[config.mk]
export PLATFORM = sky130hd
export DESIGN_NAME = nibble_serial_adder
export DESIGN_NICKNAME = d
export VERILOG_FILES = /design/src/rtl/nibble_serial_adder_pkg.sv /design/src/rtl/nibble_serial_adder_slice.sv /design/src/rtl/nibble_serial_adder.sv
export SDC_FILE = /design/constraint.sdc
export NUM_CORES = 1
export LEC_CHECK = 0
export CORE_ASPECT_RATIO = 1.1
export CORE_MARGIN = 2
export CORE_UTILIZATION = 30
export DETAILED_ROUTE_END_ITERATION = 10
export GPL_ROUTABILITY_DRIVEN = 0
export PLACE_DENSITY_LB_ADDON = 0.3
export SLEW_MARGIN = 20
export SYNTH_ARGS = -nofsm -noshare
export SYNTH_HDL_FRONTEND = slang
export SYNTH_SLANG_ARGS = --single-unit
[constraint.sdc]
create_clock -name clk_i -period 4.3 [get_ports clk_i]
set_input_delay 0.645 -clock clk_i [delete_from_list [all_inputs] [get_ports clk_i]]
set_output_delay 0.645 -clock clk_i [all_outputs]
set_load 0.01 [all_outputs]
[src/rtl/nibble_serial_adder_pkg.sv]
// Shared constants for the nibble-serial adder: FSM encoding and slice width.
package nibble_serial_adder_pkg;

    localparam int NIBBLE_W = 4;

    localparam logic [1:0] IDLE = 2'd0;
    localparam logic [1:0] RUN  = 2'd1;
    localparam logic [1:0] DONE = 2'd2;

endpackage

[src/rtl/nibble_serial_adder_slice.sv]
// Combinational 4-bit ripple-carry adder; the only arithmetic in the serial adder.
module nibble_adder_slice
    import nibble_serial_adder_pkg::*;
(
    input  logic [NIBBLE_W-1:0] x,
    input  logic [NIBBLE_W-1:0] y,
    input  logic                ci,
    output logic [NIBBLE_W-1:0] s,
    output logic                co
);

    logic [NIBBLE_W:0] c;

    always_comb begin
        c    = '0;
        s    = '0;
        c[0] = ci;
        for (int i = 0; i < NIBBLE_W; i++) begin
            s[i]   = x[i] ^ y[i] ^ c[i];
            c[i+1] = (x[i] & y[i]) | (c[i] & (x[i] ^ y[i]));
        end
    end

    assign co = c[NIBBLE_W];

endmodule

[src/rtl/nibble_serial_adder.sv]
// Adds two WIDTH-bit operands one nibble per clock through a single 4-bit slice.
// Results are registered on the last nibble and held until the next completion.
module nibble_serial_adder
    import nibble_serial_adder_pkg::*;
#(
    parameter int WIDTH = 16
) (
    input  logic             clk_i,
    input  logic             rst_i,
    input  logic             start_i,
    input  logic [WIDTH-1:0] a_i,
    input  logic [WIDTH-1:0] b_i,
    input  logic             cin_i,
    output logic             busy_o,
    output logic             done_o,
    output logic [WIDTH-1:0] sum_o,
    output logic             cout_o,
    output logic             overflow_o
);

    localparam int NIB   = WIDTH / NIBBLE_W;
    localparam int IDX_W = (NIB > 1) ? $clog2(NIB) : 1;

    logic [1:0]       state_q,  state_d;
    logic [WIDTH-1:0] op_a_q,   op_a_d;
    logic [WIDTH-1:0] op_b_q,   op_b_d;
    logic [WIDTH-1:0] acc_q,    acc_d;
    logic             carry_q,  carry_d;
    logic [IDX_W-1:0] idx_q,    idx_d;
    logic             busy_q,   busy_d;
    logic             done_q,   done_d;
    logic [WIDTH-1:0] sum_q,    sum_d;
    logic             cout_q,   cout_d;
    logic             ovf_q,    ovf_d;

    logic [NIBBLE_W-1:0] nib_a, nib_b, slice_s;
    logic                slice_co;
    logic [WIDTH-1:0]    acc_wr;

    assign nib_a  = NIBBLE_W'(op_a_q >> (NIBBLE_W * idx_q));
    assign nib_b  = NIBBLE_W'(op_b_q >> (NIBBLE_W * idx_q));
    // acc is cleared at start, so OR-ing the new nibble into place is a write
    assign acc_wr = acc_q | (WIDTH'(slice_s) << (NIBBLE_W * idx_q));

    nibble_adder_slice u_slice (
        .x  (nib_a),
        .y  (nib_b),
        .ci (carry_q),
        .s  (slice_s),
        .co (slice_co)
    );

    always_comb begin
        state_d = state_q;
        op_a_d  = op_a_q;
        op_b_d  = op_b_q;
        acc_d   = acc_q;
        carry_d = carry_q;
        idx_d   = idx_q;
        done_d  = 1'b0;
        sum_d   = sum_q;
        cout_d  = cout_q;
        ovf_d   = ovf_q;

        case (state_q)
            RUN: begin
                acc_d   = acc_wr;
                carry_d = slice_co;
                idx_d   = idx_q + 1'b1;
                if (idx_q == IDX_W'(NIB - 1)) begin
                    state_d = DONE;
                    sum_d   = acc_wr;
                    cout_d  = slice_co;
                    ovf_d   = (nib_a[3] ^ nib_b[3] ^ slice_s[3]) ^ slice_co;
                    done_d  = 1'b1;
                end
            end
            default: begin
                // IDLE and DONE both accept a new request, giving zero-bubble issue
                if (start_i) begin
                    state_d = RUN;
                    op_a_d  = a_i;
                    op_b_d  = b_i;
                    carry_d = cin_i;
                    idx_d   = '0;
                    acc_d   = '0;
                end else begin
                    state_d = IDLE;
                end
            end
        endcase

        busy_d = (state_d == RUN);
    end

    always_ff @(posedge clk_i or posedge rst_i) begin
        if (rst_i) begin
            state_q <= IDLE;
            op_a_q  <= '0;
            op_b_q  <= '0;
            acc_q   <= '0;
            carry_q <= 1'b0;
            idx_q   <= '0;
            busy_q  <= 1'b0;
            done_q  <= 1'b0;
            sum_q   <= '0;
            cout_q  <= 1'b0;
            ovf_q   <= 1'b0;
        end else begin
            state_q <= state_d;
            op_a_q  <= op_a_d;
            op_b_q  <= op_b_d;
            acc_q   <= acc_d;
            carry_q <= carry_d;
            idx_q   <= idx_d;
            busy_q  <= busy_d;
            done_q  <= done_d;
            sum_q   <= sum_d;
            cout_q  <= cout_d;
            ovf_q   <= ovf_d;
        end
    end

    assign busy_o     = busy_q;
    assign done_o     = done_q;
    assign sum_o      = sum_q;
    assign cout_o     = cout_q;
    assign overflow_o = ovf_q;

endmodule

==> results of run 1 <==
-- layout make-up --
class	count	area, µm²
timing repair buffer	60	588.1
inverter	3	11.26
multi-input combinational	148	1185
tap	123	153.9
clock buffer	9	225.2
clock inverter	7	101.3
sequential	73	1827
fill	1006	6156
-- cells by family after synthesis --
logic type	Yosys count
flops	73
compound gates	51
xor+xnor	2
simple gates	46
mux	43
buf+inv	22
fa+ha+maj	6
-- per-layer routing --
layer  part of all wire  vias to the layer above  track usage
li1                   -                      962            -
met5                  0                        -            0
met4              0.012                        0      0.04054
met3              0.047                        7      0.03972
met1               0.47                      958       0.1651
met2               0.47                       51       0.1903
-- synth_stat cells, types with 4 or more instances --
library cell	instances	share of area
dfrtp_1	73	0.59
mux2_2	31	0.11
nor2_1	20	0.024
nand2_1	19	0.023
o21ai_0	19	0.031
a21oi_1	16	0.026
a31oi_1	16	0.032
mux4_2	8	0.058
clkbuf_1	6	0.0072
buf_1	5	0.0060
buf_2	4	0.0064
fa_1	4	0.026
-- worst max-delay path, stage by stage, from the launching register on --
cell and delay [ps]:
dfrtp_1 550, mux4_2 570, fa_1 400, fa_1 410
fa_1 410, fa_1 680, xor2_1 210, xnor2_1 130
o21ai_0 80
-- registers in the layout (all words and copies together), names as in the netlist --
| register | cells |
|---|---|
| acc_q | 16 |
| cout_o | 1 |
| done_o | 1 |
| busy_o | 1 |
| carry_q | 1 |
| overflow_o | 1 |
| op_b_q | 16 |
| sum_o | 16 |
| idx_q | 2 |
| state_q | 2 |
| op_a_q | 16 |
-- power groups by stage --
stage | sequential (mW) | combinational (mW) | clock (mW)
floorplan | 1.19 | 1.34 | 0
global placement | 1.21 | 1.85 | 0
detailed placement | 1.22 | 1.88 | 0
global route | 1.24 | 2.07 | 0.859
CTS | 1.20 | 1.88 | 0.823
finish | 1.20 | 1.86 | 0.806
-- stage by stage --
step / hold slack [ps] / worst slack (ps) / cell area [µm²] / std cells
floorplan: 463.3 / 852.8 / 3117 / 243
global placement: 464.3 / 849.1 / 3765 / 407
detailed placement: 470.2 / 751.4 / 3765 / 407
CTS: 483.0 / 726.2 / 4091 / 423
global route: 512.4 / 562.7 / 4091 / 423
finish: 477.3 / 739.5 / 4091 / 423
-- path summary, 6_finish.rpt --
path,end,slack (ps)
max reg2reg,overflow_o,740
min in group asynchronous,busy_o,670
min,sum_o[5],480
min reg2reg,sum_o[5],480
max,overflow_o,740
max in group asynchronous,sum_o[10],2610
==> results.toml, run 1 <==
[setup_path]
end_kind = "register"
crit_arrival_ps = 3760
cp_max_fo = 9
ff2ff_path_depth = 8
reg2reg_from = "idx_q[0]"
crit_required_ps = 4500
worstSetupStartpointType = "register"
crit_start = "idx_q[0]"
worst-setup-path-type = "reg -> reg"

[timing]
worst_pin_slew_ps = 941.5
max_freq_ghz = 0.2809
setup_viol = 0
final.setup.tns_ps = 0
hold_viol_final = 0
drv_slew = 0
finalClockSkew_ps = 8.447
period_minus_slack_ps = 3561
grt_setup_unrepaired = "no"
fin_crit_sh = 0.8280
max_slew_margin = 0.3710

[clock_tree]
cts_htree_levels = 3
cts_buffers = 9
cts_hold_buffers = 0
cts_num_sinks = 73
cts.repair.resized = 0
post-cts-setup-buffers = 0
clockBufferDepth = 2
cts_tree = "yes"
cts-root-buf = "clkbuf_16"
clkTransAtPathRegs_ps = 60
insertion_delay_ps = 330

[min_path]
hold_depth = 2
min_from = "sum_o[5]"
hp-class = "reg -> reg"

[floorplanning]
die_y_um = 110.9
io_pins = 56
dieArea_mm2 = 0.01122
num_rows = 39
core_mm2 = 0.01025
initial_core_util = 0.3042
die_width_um = 101.2

[power]
comb_power_share = 0.481
power_density_mw_per_mm2 = 943.1
internal_power_mw = 2.427
seq_power_share = 0.310
ir_worst_vdd_uv = 546.1
pwr-share-clk = 0.209
switching_share = 0.3710
leakage_nw = 1.731
p_sw_mw = 1.432
totalPowerFinal_mw = 3.859

[final_layout]
diodes = 0
final_core_util = 0.3993
final_common_cell = "dfrtp_1"
layout_common_cells = "dfrtp_1, clkdlybuf4s50_1, mux2_2"
finalNetCount = 337
area_growth_pct = 31.27
drive_gt1_frac = 0.2200

[synthesis]
syn_nets = 285
synth_edf_count = 0
ys_types = 26
syn_avg_cell_area_um2 = 12.83
synth-xor-area-share = 0.005620
synth_compound_area_frac = 0.08832
muxShareOfSynthArea = 0.1875
synth_async_sr_flop_share = 1.000
synth_fa_ha_area_frac = 0.03372
ys_seq_area_frac = 0.5861
ys_ff_latch = 73
synthCells = 243
synth_area_mm2 = 0.003117
synthSimpleGateAreaFrac = 0.06343
synth_top_family_by_area = "multiplexers"
ys.warnings.count = 0
synthFlopType = "dfrtp_1"

[detailed_routing]
drt_iter0_markers = 73
via_count = 1978
ant_nets = 0
dr.pass1.iters = 4
vias_per_cell = 4.676
wl_per_cell_um = 14.73
route.detailed.drc = 0
wl_um = 6229

[global_routing]
grt_max_degree = 49
grt_pass1_wl_um = 10670
grt_overflow = 0
antenna_found_initial = 0
grt_pass1_vias = 2121
grt_usage = 0.1238

[placement]
dp_hpwl_um = 4429
port_buffers = 55

[job]
cap_violations = 0

[run_status]
status = "finished clean"
(Power assumes the default switching activity.)
==> run 2, diff against run 1 <==
==> constraint.sdc (replaced) <==
create_clock -name clk_i -period 3.4 [get_ports clk_i]
set_input_delay 0.51 -clock clk_i [delete_from_list [all_inputs] [get_ports clk_i]]
set_output_delay 0.51 -clock clk_i [all_outputs]
set_load 0.01 [all_outputs]
==> run 2 against run 1 <==
- first-iteration DRC count rose by 11%
- worst setup slack got worse by 560 ps
- design area rose by 0.67%
- hold slack got worse by 2.5 ps
- sequential power rose by 25%
- die area did not move
- critical path type unchanged
- largest cell class unchanged
- largest power group unchanged
==> results.toml, run 2 (synthesized netlist as in run 1, its figures left out) <==
[setup_path]
r2r-end = "overflow_o"
crit_arrival_ps = 3390
worstSetupStartpointType = "register"
reg2reg_from = "idx_q[1]"
worst-setup-path-type = "reg -> reg"
r2r_slack_ps = 180
ff2ff_path_depth = 8
crit_required_ps = 3570
cp_max_fo = 2
end_kind = "register"

[timing]
worst_pin_slew_ps = 652.1
max_freq_ghz = 0.3107
whs_ps = 474.8
drv_slew = 0
final.setup.tns_ps = 0
setup_viol = 0
finalClockSkew_ps = 7.235
hold_viol_final = 0
fin_crit_sh = 0.9466
period_minus_slack_ps = 3218
max_slew_margin = 0.5640
grt_setup_unrepaired = "no"

[detailed_routing]
ant_nets = 0
wl_per_cell_um = 15.19
vias_per_cell = 4.636
via_count = 1975
drt_iter0_markers = 81
route.detailed.drc = 0
dr.pass1.iters = 4
wl_um = 6469

[job]
cap_violations = 0

[clock_tree]
clockBufferDepth = 2
cts.repair.resized = 0
clkTransAtPathRegs_ps = 60
cts_hold_buffers = 0
cts_htree_levels = 3
cts_num_sinks = 73
cts_tree = "yes"
cts-root-buf = "clkbuf_16"
post-cts-setup-buffers = 0
insertion_delay_ps = 330
cts_buffers = 9

[min_path]
hold_depth = 2
min_from = "sum_o[7]"
hold_end = "sum_o[7]"
hp-class = "reg -> reg"

[final_layout]
diodes = 0
area_growth_pct = 32.16
fillers = 1001
final_core_util = 0.4020
layout_common_cells = "dfrtp_1, clkdlybuf4s50_1, mux2_2"
final_common_cell = "dfrtp_1"
drive_gt1_frac = 0.2244
finalNetCount = 340

[power]
ir_worst_vdd_uv = 902.8
leakage_nw = 1.751
power_density_mw_per_mm2 = 1212

[floorplanning]
initial_core_util = 0.3042
io_pins = 56
num_rows = 39
dieArea_mm2 = 0.01122
core_mm2 = 0.01025
die_y_um = 110.9
die_width_um = 101.2

[global_routing]
grt_pass1_vias = 2137
grt_pass1_wl_um = 11120
grt_usage = 0.1293
grt_max_degree = 74
grt_overflow = 0
antenna_found_initial = 0

[run_status]
status = "finished clean"

[placement]
dp_hpwl_um = 4512
port_buffers = 55
-- run 2: worst max-delay path by stage --
stage | to | start | slack (ps)
final | overflow_o | idx_q[1] | 180
after global routing | overflow_o | idx_q[1] | 60
after CTS | overflow_o | idx_q[1] | 150
after detailed placement | overflow_o | idx_q[1] | 190
after global placement | overflow_o | idx_q[1] | 270
after floorplan | overflow_o | idx_q[1] | 20
-- run 2: metal layers --
metal	part of all wire	vias up	track usage
met3	0.051	8	0.03279
met2	0.47	46	0.1947
met5	0	-	0
li1	-	962	-
met1	0.47	959	0.1746
met4	0.017	0	0.05946
-- run 2: report_power, final --
group / leakage [nW] / switching [mW] / internal, mW
registers: 0.894 / 0.213 / 1.29
clock network: 0.153 / 0.366 / 0.645
logic: 0.704 / 1.29 / 1.19
-- run 2: through the flow --
stage / power (mW) / instances / setup slack (ps) / cell area, µm²
floorplan: 3.207 / 243 / 15.80 / 3122
global placement: 3.952 / 410 / 267.7 / 3800
detailed placement: 4.019 / 410 / 192.7 / 3800
CTS: 5.048 / 426 / 151.0 / 4119
global route: 5.353 / 426 / 64.31 / 4119
finish: 4.992 / 426 / 181.6 / 4119
-- run 2: area by class of cell --
class	count	area, µm²	area share
inverter	3	11.26	0.002734
tap	123	153.9	0.03736
sequential	73	1827	0.4435
clock inverter	6	90.09	0.02187
multi-input combinational	148	1185	0.2877
timing repair buffer	63	623.1	0.1513
clock buffer	10	229.0	0.05559
-- run 2: worst max-delay path, cell delays in order, from the launching register on --
cell and delay, ps:
dfrtp_1 360, mux4_2 540, fa_1 420, fa_1 380, fa_1 400, fa_1 540
xor2_1 180, xnor2_1 130, o21ai_0 110
==> run 3, diff against run 2 <==
--- a/config.mk
+++ b/config.mk
@@ -10,6 +10,7 @@
 export CORE_UTILIZATION = 30
 export DETAILED_ROUTE_END_ITERATION = 10
 export GPL_ROUTABILITY_DRIVEN = 0
+export GPL_TIMING_DRIVEN = 0
 export PLACE_DENSITY_LB_ADDON = 0.3
 export SLEW_MARGIN = 20
 export SYNTH_ARGS = -nofsm -noshare
==> run 3 against run 2 <==
- clock-buffer cell count rose by 1
- global-route usage is 0.42 points higher
- sequential share of layout area down 1.7 points
- critical path type unchanged
- highest routed layer unchanged
==> results.toml, run 3 (synthesized netlist as in run 1, its figures left out) <==
[min_path]
hold_end = "sum_o[12]"
hold_depth = 2
min_from = "sum_o[12]"
hp-class = "reg -> reg"

[final_layout]
layout_common_cells = "dfrtp_1, clkdlybuf4s50_1, mux2_2"
fillers = 984
area_growth_pct = 37.58
final_cells = 446
diodes = 0
final_core_util = 0.4184
finalNetCount = 360
drive_gt1_frac = 0.2539
final_common_cell = "dfrtp_1"

[power]
totalPowerFinal_mw = 5.346
leakage_nw = 1.831
ir_worst_vdd_uv = 909.6
power_density_mw_per_mm2 = 1247

[timing]
finalClockSkew_ps = 7.471
period_minus_slack_ps = 3280
grt_setup_unrepaired = "no"
worst_pin_slew_ps = 498.4
max_slew_margin = 0.6677
setup_slack_ps = 120.3
drv_slew = 0
hold_viol_final = 0
setup_viol = 0
max_freq_ghz = 0.3049
fin_crit_sh = 0.9646

[detailed_routing]
wl_per_cell_um = 15.32
ant_nets = 0
dr.pass1.iters = 4
wl_um = 6832
route.detailed.drc = 0
via_count = 2103
drt_iter0_markers = 67
vias_per_cell = 4.715

[global_routing]
grt_usage = 0.1335
grt_max_degree = 47
met3_usage = 0.03657
grt_pass1_wl_um = 11310
grt_pass1_vias = 2217
use_met1 = 0.1667
gr-max-usage-layer = "met2"
met2_usage = 0.2172
grt_overflow = 0
antenna_found_initial = 0

[setup_path]
reg2reg_from = "idx_q[0]"
end_kind = "register"
cp_max_fo = 9
r2r_slack_ps = 120
r2r-end = "overflow_o"
worst-setup-path-type = "reg -> reg"
ff2ff_path_depth = 10
worstSetupStartpointType = "register"
crit_arrival_ps = 3480
crit_required_ps = 3600

[floorplanning]
die_width_um = 101.2
die_y_um = 110.9
num_rows = 39
dieArea_mm2 = 0.01122
core_mm2 = 0.01025
initial_core_util = 0.3042
io_pins = 56

[clock_tree]
cts_num_sinks = 73
cts-root-buf = "clkbuf_16"
cts_buffers = 9
clkTransAtPathRegs_ps = 60
insertion_delay_ps = 330
cts_tree = "yes"
cts_htree_levels = 3
clockBufferDepth = 2
cts_hold_buffers = 0

[placement]
dp_hpwl_um = 4606
port_buffers = 55
dp.cells = 422
pre_cts_ws_ps = -270.2

[run_status]
status = "finished clean"

[job]
cap_violations = 0
-- run 3: cell types whose count changed in the layout (fill, tap and decap cells not counted), sizes merged --
cell / change
buf: +14
clkbuf: +7
inv: -1
-- run 3: report_power, final --
part	switching, mW	internal (mW)	leakage (nW)
logic	1.46	1.35	0.776
clock network	0.354	0.679	0.162
registers	0.213	1.29	0.894
-- run 3: what timing repair did --
item	in CTS	in global routing
setup buffers	8	0
setup endpoints to repair	7	1
pin swaps	2	2
gates resized for setup	7	4
-- run 3: cell type report --
cell class,count,area (µm²),area share
Multi-Input combinational cell,148,1200,0.2798
Sequential cell,73,1827,0.4260
Buffer,19,125.1,0.02918
Inverter,3,13.76,0.003210
Tap cell,123,153.9,0.03589
Timing Repair Buffer,64,638.1,0.1488
Clock buffer,11,252.7,0.05894
Clock inverter,5,77.57,0.01809
-- run 3: worst max-delay path: stages (launching register included) --
cell     delay (ps)
dfrtp_1         380
buf_8           120
mux4_2          520
fa_2            350
fa_1            380
fa_2            360
fa_1            500
buf_6           150
xor2_2          170
xnor2_2         140
o21ai_1          70
-- run 3: layer usage --
layer	vias up	routed length, µm
li1	1007	-
met1	1033	2917
met2	53	3427
met3	10	366
met4	0	121
met5	-	0
-- run 3: how the worst max path moves through the flow --
stage              from         end
5_1_grt        idx_q[0]  overflow_o
3_5_place_dp   idx_q[1]  overflow_o
3_3_place_gp   idx_q[1]  overflow_o
6_report       idx_q[0]  overflow_o
4_1_cts        idx_q[1]  overflow_o
2_1_floorplan  idx_q[1]  overflow_o
-- run 3: through the flow --
stage	hold slack (ps)	area (µm²)	setup TNS (ps)
after CTS	484.5	4270	0
after floorplan	463.3	3122	0
final	473.6	4288	0
after global placement	470.2	3826	-14730
after global routing	503.6	4288	0
after detailed placement	472.2	3856	-299.0
